<file path="config.mk">
export PLATFORM = sky130hd
export DESIGN_NAME = snake_move_ctrl
export DESIGN_NICKNAME = d
export VERILOG_FILES = /design/src/rtl/snake_move_ctrl.sv
export SDC_FILE = /design/constraint.sdc
export NUM_CORES = 1
export LEC_CHECK = 0
export CAP_MARGIN = 20
export CORE_MARGIN = 2
export CORE_UTILIZATION = 45
export CTS_CLUSTER_DIAMETER = 150
export DETAILED_ROUTE_END_ITERATION = 8
export HOLD_SLACK_MARGIN = 0.03
export PLACE_DENSITY = 0.64
export REMOVE_ABC_BUFFERS = 1
export SYNTH_ARGS = -nofsm -noshare
export SYNTH_HDL_FRONTEND = slang
export SYNTH_SLANG_ARGS = --single-unit
</file>
<file path="constraint.sdc">
create_clock -name clk -period 3.4 [get_ports clk]
set_clock_uncertainty 0.1 [all_clocks]
set_input_delay 0.68 -clock clk [delete_from_list [all_inputs] [get_ports clk]]
set_output_delay 0.68 -clock clk [all_outputs]
set_load 0.02 [all_outputs]
</file>
<file path="src/rtl/snake_move_ctrl.sv">
// snake_move_ctrl: turns the periodic move tick into snake head steps.
// Buffers up to two direction keys, rejects reversals, computes the next
// head cell and handshakes it with the body/collision unit.
// Build option: define SNAKE_WRAP_EN to make the grid wrap at its edges;
// without it, a step that leaves the grid ends the game.
module snake_move_ctrl #(
    parameter int GRID_W = 40,
    parameter int GRID_H = 30,
    parameter int XW     = 6,
    parameter int YW     = 5
) (
    input  logic          clk,
    input  logic          clr,
    input  logic          move,
    input  logic          pause,
    input  logic          restart,
    input  logic          dir_valid,
    input  logic [1:0]    dir_in,
    output logic          step_req,
    output logic [XW-1:0] next_x,
    output logic [YW-1:0] next_y,
    input  logic          step_ack,
    input  logic          step_hit,
    output logic [XW-1:0] head_x,
    output logic [YW-1:0] head_y,
    output logic [1:0]    dir,
    output logic          step_done,
    output logic          game_over,
    output logic          overrun
);

    typedef enum logic [1:0] {RUN, REQ, DEAD} state_t;

    localparam logic [XW-1:0] X_MAX = XW'(GRID_W - 1);
    localparam logic [YW-1:0] Y_MAX = YW'(GRID_H - 1);
    localparam logic [XW-1:0] X_RST = XW'(GRID_W / 2);
    localparam logic [YW-1:0] Y_RST = YW'(GRID_H / 2);
    localparam logic [XW-1:0] X_ONE = XW'(1);
    localparam logic [YW-1:0] Y_ONE = YW'(1);
    localparam logic [1:0]    DIR_RST = 2'd1;

`ifdef SNAKE_WRAP_EN
    localparam logic WRAP = 1'b1;
`else
    localparam logic WRAP = 1'b0;
`endif

    state_t      state;
    logic        pending;
    logic [1:0]  step_dir;
    logic [1:0]  q0, q1;      // q0 is the oldest queued key
    logic [1:0]  q_cnt;

    logic        start_tick, start_pend, start, pop, restart_now, key_ok;
    logic [1:0]  step_d, cnt_after, ref_d;
    logic [XW-1:0] cand_x;
    logic [YW-1:0] cand_y;
    logic        leave;

    // A step starts from RUN on an unpaused tick or on a tick deferred from REQ.
    assign start_tick  = (state == RUN) && move && !pause;
    assign start_pend  = (state == RUN) && pending;
    assign start       = start_tick || start_pend;
    assign pop         = start && (q_cnt != 2'd0);
    assign step_d      = pop ? q0 : dir;
    assign cnt_after   = q_cnt - {1'b0, pop};
    assign restart_now = (state == DEAD) && restart;

    // Reference for reversal checks: newest entry left after any pop, else dir.
    always_comb begin
        // NOTE: every always_comb output gets a default first so no path infers a latch.
        ref_d = dir;
        if (cnt_after == 2'd1)
            ref_d = pop ? q1 : q0;
        else if (cnt_after == 2'd2)
            ref_d = q1;
    end

    assign key_ok = dir_valid && !restart_now && (cnt_after != 2'd2) &&
                    (dir_in != ref_d) && (dir_in != (ref_d ^ 2'd2));

    // Candidate head cell one step along step_d, flagging an off-grid move.
    always_comb begin
        cand_x = head_x;
        cand_y = head_y;
        leave  = 1'b0;
        case (step_d)
            2'd0: if (head_y == '0)    begin cand_y = Y_MAX; leave = !WRAP; end
                  else                       cand_y = head_y - Y_ONE;
            2'd1: if (head_x == X_MAX) begin cand_x = '0;    leave = !WRAP; end
                  else                       cand_x = head_x + X_ONE;
            2'd2: if (head_y == Y_MAX) begin cand_y = '0;    leave = !WRAP; end
                  else                       cand_y = head_y + Y_ONE;
            default: if (head_x == '0) begin cand_x = X_MAX; leave = !WRAP; end
                  else                       cand_x = head_x - X_ONE;
        endcase
    end

    // Two-entry direction queue: pop shifts q1 down, an accepted key fills the free slot.
    always_ff @(posedge clk or negedge clr) begin
        // NOTE: sequential state uses non-blocking assignments only, so every
        // register sees the pre-edge values of all others.
        if (!clr) begin
            q0    <= 2'd0;
            q1    <= 2'd0;
            q_cnt <= 2'd0;
        end else if (restart_now) begin
            q_cnt <= 2'd0;
        end else begin
            if (key_ok && cnt_after == 2'd0)
                q0 <= dir_in;
            else if (pop)
                q0 <= q1;
            if (key_ok && cnt_after == 2'd1)
                q1 <= dir_in;
            q_cnt <= cnt_after + {1'b0, key_ok};
        end
    end

    // Step sequencer: RUN launches a step, REQ holds it until ack, DEAD waits for restart.
    always_ff @(posedge clk or negedge clr) begin
        if (!clr) begin
            state     <= RUN;
            head_x    <= X_RST;
            head_y    <= Y_RST;
            dir       <= DIR_RST;
            step_dir  <= DIR_RST;
            pending   <= 1'b0;
            overrun   <= 1'b0;
            step_req  <= 1'b0;
            next_x    <= '0;
            next_y    <= '0;
            step_done <= 1'b0;
            game_over <= 1'b0;
        end else begin
            step_done <= 1'b0;
            case (state)
                RUN: begin
                    if (start) begin
                        // A fresh tick arriving while a deferred one launches stays deferred.
                        pending <= start_tick && start_pend;
                        if (leave) begin
                            state     <= DEAD;
                            game_over <= 1'b1;
                            pending   <= 1'b0;
                        end else begin
                            state    <= REQ;
                            step_req <= 1'b1;
                            next_x   <= cand_x;
                            next_y   <= cand_y;
                            step_dir <= step_d;
                        end
                    end
                end
                REQ: begin
                    if (move) begin
                        if (pending)
                            overrun <= 1'b1;
                        pending <= 1'b1;
                    end
                    if (step_ack) begin
                        step_req <= 1'b0;
                        if (step_hit) begin
                            state     <= DEAD;
                            game_over <= 1'b1;
                            pending   <= 1'b0;
                        end else begin
                            state     <= RUN;
                            head_x    <= next_x;
                            head_y    <= next_y;
                            dir       <= step_dir;
                            step_done <= 1'b1;
                        end
                    end
                end
                DEAD: begin
                    if (restart) begin
                        state     <= RUN;
                        head_x    <= X_RST;
                        head_y    <= Y_RST;
                        dir       <= DIR_RST;
                        step_dir  <= DIR_RST;
                        pending   <= 1'b0;
                        next_x    <= '0;
                        next_y    <= '0;
                        game_over <= 1'b0;
                    end
                end
                default: state <= RUN;
            endcase
        end
    end

endmodule

</file>
Word level (Yosys, flattened, before mapping)
Index checks and enable logic that the tools add are counted.

Bits in registers: 39. Bits of input ports: 10. Output and inout port bits: 28. Logic and storage cells: 140.

Add/subtract/negate cells: 6. Equality and inequality tests: 18. Multiplexer cells: 65. Bitwise gates (word level): 2. Reduce and logical (&&, ||, !) cells: 34.

Operator list (number): 6-bit two-way mux (8); 5-bit two-way mux (8); 6-bit case mux with 2 select lines (3); 2-bit two-way mux (16); 5-bit case mux with 2 select lines (3); 1-bit two-way mux (20); 2-bit inequality test (second input constant) (8); 1-bit logical AND (12); 4-bit AND reduction (3); 1-bit case mux with 3 select lines (3); 3-bit AND reduction (3); 2-bit case mux with 2 select lines (2); 2-bit nonzero test (4); 6-bit by 1-bit adder with 6-bit output (second input constant) (1); 2-bit by 1-bit equality test with 1-bit output (second input constant) (3); 2-bit equality test (second input constant) (3); 6-bit equality test (second input constant) (1); 2-bit logical NOT (3); 6-bit logical NOT (1); 2-bit case mux with 3 select lines (1); 6-bit AND reduction (1); 6-bit by 1-bit subtractor with 6-bit output (second input constant) (1); 5-bit by 1-bit adder with 5-bit output (second input constant) (1); 5-bit equality test (second input constant) (1); other kinds (12) (15).

Depth between registers and ports, before layout
Gate-level depths: netlist (run 1).

Word-level depth: 14. Depth in mapped cells: 17. Depth with buffers taken out: 16.

Least setup slack after synthesis (run 1)
No wires, ideal clock.

Path kind: input to register. From: input pause. To: register q_cnt[1]. Library setup time: 0.142 ns. Arrival: 2.827 ns. Required time: 3.158 ns. Setup slack: 0.331 ns. Cell stages on the path: 15. Path buffers: 1. Cells stage by stage: nand2b_1 -> a21o_1 -> buf_6 -> clkinv_8 -> ha_1 -> xor2_1 -> nor2_1 -> or2_2 -> and3_1 -> or2_2 -> nand3_1 -> a21oi_1 -> ha_1 -> xnor2_1 -> a21oi_1.

Word-level cells in the longest chain between the ends: 13. Elaborated cells on any way between the ends: 19. Classes of those cells: add/sub: 2; eq/ne: 5; mux: 4; bitwise: 1; reduce/logical: 7.

RTL lines: from (decl) (RTL line 15) `input logic pause,`; 1-bit logical NOT (*) (RTL line 61) `assign start_tick = (state == RUN) && move && !pause;`; 1-bit logical AND (*) (RTL line 61); 1-bit logical OR (*) (RTL line 63) `assign start = start_tick || start_pend;`; 1-bit logical AND (*) (RTL line 64) `assign pop = start && (q_cnt != 2'd0);`; 2-bit by 1-bit subtractor with 2-bit output (RTL line 66) `assign cnt_after = q_cnt - {1'b0, pop};`; 2-bit equality test (RTL line 75) `else if (cnt_after == 2'd2)`; 2-bit two-way mux (RTL line 75); 2-bit two-way mux (RTL line 73) `if (cnt_after == 2'd1)`; 2-bit inequality test / 1-bit inverter (equally long branches); 1-bit logical AND / 2-bit inequality test (equally long branches) (RTL line 79, 80); 1-bit logical AND (RTL line 80) `(dir_in != ref_d) && (dir_in != (ref_d ^ 2'd2));`; 2-bit by 1-bit adder with 2-bit output (*) (RTL line 116) `q_cnt <= cnt_after + {1'b0, key_ok};`; 2-bit two-way mux (*) (RTL line 107) `end else if (restart_now) begin`; to (signal assigned) (RTL line 116); to (decl) (RTL line 52) `logic [1:0] q_cnt;`.

Every way passes the cells marked *; elsewhere a longest branch is shown, timed or not. A chain may end at the register's enable or synchronous reset.

Worst setup path after layout (run 1)
From: input pause. To: register q_cnt[0].

The elaborated chain is that of the path after synthesis.

==> impl_metrics.json, run 1 <==
{
  "status": "completed",
  "worst-r2r-setup-slack_ps": 430,
  "rr_endpoint": "q_cnt[0]",
  "nets": 380,
  "dieArea_um2": 6703,
  "syn_area_um2": 2729,
  "final_common_cell": "clkdlybuf4s50_1",
  "viasPerCell": 5.626,
  "slew_viol_final": 0,
  "cts_setup_buffers": 0,
  "routabilityCongestion": 0.8573,
  "first_global_vias": 2401,
  "synth_warnings": 0,
  "worstSetupPathType": "in2reg",
  "synth_top_area_frac": 0.2843,
  "drt-total-wl_mm": 6.637,
  "synth_area_leader_cell": "dfrtp_1",
  "cts_hold_buf": 0,
  "crit_buf_inv": 2,
  "drive_gt1_frac": 0.1592,
  "synthMuxAreaShare": 0.04631,
  "cts_max_level": 2,
  "drc": 0,
  "postSynthAreaPerCell_um2": 8.803,
  "detailed_place_hpwl_mm": 4.819,
  "firstDrtPassIters": 4,
  "nFillCells": 533,
  "finalHoldViolCount": 0,
  "cts.reportedPaths.clkPinSlew_ps": 80,
  "hp-class": "reg2reg",
  "post_dp_cell_area_um2": 3247,
  "p_leak_uw": 0.001421,
  "final_util": 0.5691,
  "synth_top_family_by_area": "compound AO/OA/AOI/OAI gates",
  "synth_ff_type": "dfrtp_1",
  "drt_iter0_drc": 121,
  "slew_headroom": 0.4033,
  "ff_latch_area_um2": 985.9,
  "async_flop_share": 1.000,
  "grt_max_degree": 40,
  "setup-tns-final_ps": 0,
  "antenna_found_initial": 0,
  "multi_input_area_um2": 1555,
  "rsz0062_at_grt": "false",
  "io_pins": 38,
  "fin_crit_sh": 0.9453,
  "gr-total-overflow": 0,
  "worst-path-stages": 14,
  "rows": 28,
  "path_cells": "clkdlybuf4s50_1, nand2b_1, a21o_4, clkinv_8, ha_1, xor2_2, nor2_1, or2_2, and3_1, or2_2, nand3_1, a21oi_1, ha_1, and2_1",
  "diodes": 0,
  "peakVddDrop_mv": 0.6836,
  "final_cell_mix": "36 x clkdlybuf4s50_1, 31 x dfrtp_1, 30 x nand2_1, 28 x nor2_1, 25 x o21ai_0",
  "synthAdderAreaFrac": 0.05502,
  "area_delta_synth_final_pct": 22.74,
  "hold_depth": 1,
  "rr_worst_depth": 15,
  "cp_max_fo": 3,
  "synth-xor-area-share": 0.01926,
  "ant_nets": 0,
  "timing.fmax_mhz": 311.1,
  "root_buffer": "clkbuf_8",
  "seq_area_frac_synth": 0.3613,
  "ys_seq_elements": 39,
  "clk_latency_ps": 290,
  "critPathLaunchType": "primary input",
  "syn_inst": 310,
  "cp_slowest_cell": "clkdlybuf4s50_1",
  "grt_pass1_wl_mm": 11.59,
  "max_stage_delay_ps": 430,
  "synth_compound_area_frac": 0.2412,
  "cts_made_buffers": 5,
  "fp.dieH_um": 81.87,
  "yosysUniqueCellTypes": 62,
  "design_area_um2": 3349,
  "start_util": 0.4636,
  "power_density_nw_per_um2": 1049,
  "core_area_um2": 5886,
  "drv_cap": 0,
  "io_buffers": 37,
  "worst_slew_pin_slew_ps": 895.0,
  "num_vias": 2436,
  "clock_sinks": 39,
  "critPathRequiredTime_ps": 3490,
  "die_w_um": 81.87,
  "synth-simple-area-share": 0.2027,
  "cts_tree": "done",
  "cp_top_family": "simple AND/OR/NAND/NOR gates",
  "totalPowerFinal_uw": 3515,
  "setup_viol": 0,
  "synth_edf_count": 0,
  "track_usage": 0.2211,
  "worstReg2RegStart": "state[0]",
  "fin_crit_ps": 3214,
  "end_kind": "register",
  "endpoint": "q_cnt[0]",
  "cts_buffer_depth": 2,
  "ctsResizeCount": 0,
  "yosys-top-cells-area": "dfrtp_1 28%, dfstp_2 7.7%, ha_1 5.5%, o21ai_0 4.6%, nand2_1 4.1%",
  "wire_per_inst_um": 15.33,
  "crit_path_start": "pause",
  "crit_arrival_ps": 3300
}
sequential cells by signal, indices dropped and copies added, names as in the netlist:
signal,cells
pending,1
step_req,1
game_over,1
next_y,5
q1,2
state,2
q0,2
step_done,1
q_cnt,2
step_dir,2
next_x,6
overrun,1
head_y,5
dir,2
head_x,6
cell type report:
type                    count  share of cell area
clock buffers               6             0.02465
well taps                  75             0.02802
flip-flops and latches     39              0.2944
clock inverters             1            0.001494
inverters                  23             0.02951
repair buffers             57              0.1576
multi-input cells         232              0.4643
logic make-up (layout without fill, tap and decap cells):
kind of cell    after synthesis  in the layout
compound gates               95             95
mux                          11             11
flops                        39             39
buf+inv                      39             87
fa+ha+maj                    12             12
xor+xnor                      6              6
simple gates                108            108
worst reg2reg max path: stages (launching register included):
cell      delay [ps]
dfrtp_1          400
inv_1            110
ha_1             190
o21ai_1          110
a21o_4           230
clkinv_8          40
ha_1             170
xor2_2           160
nor2_1            80
or2_2            280
and3_1           170
or2_2            280
nand3_1           80
a21oi_1           50
ha_1             270
and2_1           130
power breakdown:
| group | total, uW | leakage [uW] | internal (uW) | switching, uW |
|---|---|---|---|---|
| Clock | 325 | 0.0000470 | 159 | 166 |
| Combinational | 2220 | 0.000898 | 1020 | 1200 |
| Sequential | 974 | 0.000476 | 710 | 264 |
cell usage after synthesis (5+ instances only):
master     n
o31ai_1    8
dfstp_2    8
nand2_1   30
inv_1     22
o21ai_0   25
a31oi_1    5
nand3_1    6
dfrtp_1   31
ha_1      12
clkbuf_1   8
nor3_1     6
mux2i_1    6
nand2b_1   7
nand3b_1   7
a21oi_1   19
nor2_1    28
per-layer routing:
layer	vias up	part of all wire	routed length [um]	global-route usage
li1	1214	-	-	-
met5	-	0	0	0
met4	0	0.0029	19	0.04833
met2	49	0.47	3152	0.3724
met3	2	0.038	252	0.03846
met1	1171	0.48	3211	0.2967
how the worst min path moves through the flow:
stage	from	end
floorplan	clr	dir[1]
CTS	overrun	overrun
detailed placement	overrun	overrun
finish	overrun	overrun
global placement	overrun	overrun
global route	overrun	overrun
stage by stage:
| step | instances | setup WS (ps) | hold WS, ps |
|---|---|---|---|
| final | 433 | 186.1 | 374.5 |
| after global routing | 433 | 6.632 | 402.6 |
| after CTS | 433 | 115.5 | 381.8 |
| after detailed placement | 426 | -177.3 | 363.4 |
| after global placement | 426 | -126.7 | 354.8 |
| after floorplan | 294 | 53.33 | 284.4 |
(Power assumes the default switching activity.)
==> inputs of run 2 (changes only) <==
--- a/config.mk
+++ b/config.mk
@@ -5,13 +5,13 @@
 export SDC_FILE = /design/constraint.sdc
 export NUM_CORES = 1
 export LEC_CHECK = 0
-export CAP_MARGIN = 20
 export CORE_MARGIN = 2
 export CORE_UTILIZATION = 45
 export CTS_CLUSTER_DIAMETER = 150
 export DETAILED_ROUTE_END_ITERATION = 8
 export HOLD_SLACK_MARGIN = 0.03
 export PLACE_DENSITY = 0.64
+export RECOVER_POWER = 50
 export REMOVE_ABC_BUFFERS = 1
 export SYNTH_ARGS = -nofsm -noshare
 export SYNTH_HDL_FRONTEND = slang
==> run 2 against run 1 <==
Against the previous run: the flow now finishes with violations (capacitance limit, slew limit); count of clock-buffer cells in the layout stayed put; power decreased by 0.69%; routed wire length is 0.12% lower; die area is the same; first-iteration DRC count is 0.83% higher; utilization shrank 0.085 points; non-clock buffer count stayed put; critical endpoint unchanged; highest routed layer unchanged.
==> impl_metrics.json, run 2 (same netlist as run 1, synthesis figures left out) <==
{
  "status": "finished with violations",
  "violations": "capacitance limit, slew limit",
  "power_density_nw_per_um2": 1044,
  "io_buffers": 37,
  "cts_made_buffers": 5,
  "wire_per_inst_um": 15.31,
  "grt_pass1_wl_mm": 11.59,
  "fin_crit_sh": 0.9452,
  "timing.fmax_mhz": 311.2,
  "end_kind": "register",
  "viasPerCell": 5.624,
  "slew_viol_final": 40,
  "gr-total-overflow": 0,
  "start_util": 0.4636,
  "detailed_place_hpwl_mm": 4.819,
  "worst_slew_pin_slew_ps": 2152,
  "cts_tree": "done",
  "critPathRequiredTime_ps": 3490,
  "routabilityCongestion": 0.8573,
  "track_usage": 0.2211,
  "cts_max_level": 2,
  "cts_hold_buf": 0,
  "drive_gt1_frac": 0.1536,
  "area_delta_synth_final_pct": 22.56,
  "fin_crit_ps": 3214,
  "core_area_um2": 5886,
  "antenna_found_initial": 0,
  "crit_arrival_ps": 3300,
  "crit_buf_inv": 2,
  "peakVddDrop_mv": 0.6717,
  "slew_headroom": -0.4348,
  "drc": 0,
  "grt_max_degree": 40,
  "critPathLaunchType": "primary input",
  "fp.dieH_um": 81.87,
  "dp.cells": 426,
  "first_global_vias": 2401,
  "clock_sinks": 39,
  "p_leak_uw": 0.001428,
  "rsz0062_at_grt": "false",
  "top_regs": "head_x x6, next_x x6",
  "pre_cts_ws_ps": -177.3,
  "num_vias": 2435,
  "cp_max_fo": 3,
  "finalHoldViolCount": 0,
  "root_buffer": "clkbuf_8",
  "fin_ws_ps": 186.2,
  "worstSetupPathType": "in2reg",
  "path_cells": "clkdlybuf4s50_1, nand2b_1, a21o_4, clkinv_8, ha_1, xor2_2, nor2_1, or2_2, and3_1, or2_2, nand3_1, a21oi_1, ha_1, and2_1",
  "ant_nets": 0,
  "drv_cap": 1,
  "rows": 28,
  "drt_iter0_drc": 122,
  "drt-total-wl_mm": 6.629,
  "nets": 380,
  "setup-tns-final_ps": 0,
  "cp_slowest_cell": "clkdlybuf4s50_1",
  "die_w_um": 81.87,
  "clk_latency_ps": 290,
  "cts_buffer_depth": 2,
  "firstDrtPassIters": 4,
  "final_util": 0.5682,
  "hp-class": "reg2reg",
  "diodes": 0,
  "finalNonFillerCells": 433,
  "final_cell_mix": "31 x dfrtp_1, 30 x nand2_1, 28 x nor2_1, 25 x o21ai_0, 24 x clkdlybuf4s50_1",
  "cp_top_family": "simple AND/OR/NAND/NOR gates",
  "cts.reportedPaths.clkPinSlew_ps": 80,
  "setup_viol": 0,
  "max_stage_delay_ps": 430,
  "final_common_cell": "dfrtp_1",
  "dieArea_um2": 6703,
  "io_pins": 38
}
==> run 2: metal layers <==
metal	up-vias	part of all wire	global-route usage
li1	1215	-	-
met1	1165	0.48	0.2967
met2	53	0.47	0.3724
met3	2	0.039	0.03846
met4	0	0.0029	0.04833
met5	-	0	0
==> run 2: final cells by class <==
| cell class | instances | area, um^2 |
|---|---|---|
| fillers | 533 | 2541 |
| multi-input cells | 232 | 1555 |
| flip-flops and latches | 39 | 985.9 |
| repair buffers | 57 | 523.0 |
| inverters | 23 | 98.84 |
| well taps | 75 | 93.84 |
| clock buffers | 6 | 82.58 |
| clock inverters | 1 | 5.005 |
==> run 2: worst paths after layout <==
check	start	to	slack, ps	cells past startpoint
hold reg to reg	overrun	overrun	370	1
max in group asynchronous	clr	head_x[1]	1060	1
setup / recovery	pause	q_cnt[0]	190	14
min in group asynchronous	clr	state[0]	910	1
setup reg to reg	state[0]	q_cnt[0]	430	15
hold / removal	overrun	overrun	370	1
==> run 2: where the power goes <==
part	leakage, uW	total, uW	switching, uW	internal [uW]
combinational	0.000905	2190	1200	998
sequential	0.000476	973	263	710
clock	0.0000470	325	166	159
total	0.00143	3490	1620	1870
==> run 2: through the flow <==
step | power [uW] | cell area (um^2) | hold slack (ps)
after floorplan | 2338 | 2625 | 284.4
after global placement | 3152 | 3247 | 354.8
after detailed placement | 3188 | 3247 | 363.4
after CTS | 3530 | 3334 | 381.8
after global routing | 3822 | 3344 | 397.8
final | 3491 | 3344 | 369.1
==> run 2: timing repair <==
action,4_1_cts,5_1_grt
setup buffers,0,0
endpoints found under the hold margin,0,0
setup endpoints to repair,0,2
gates resized for setup,0,2
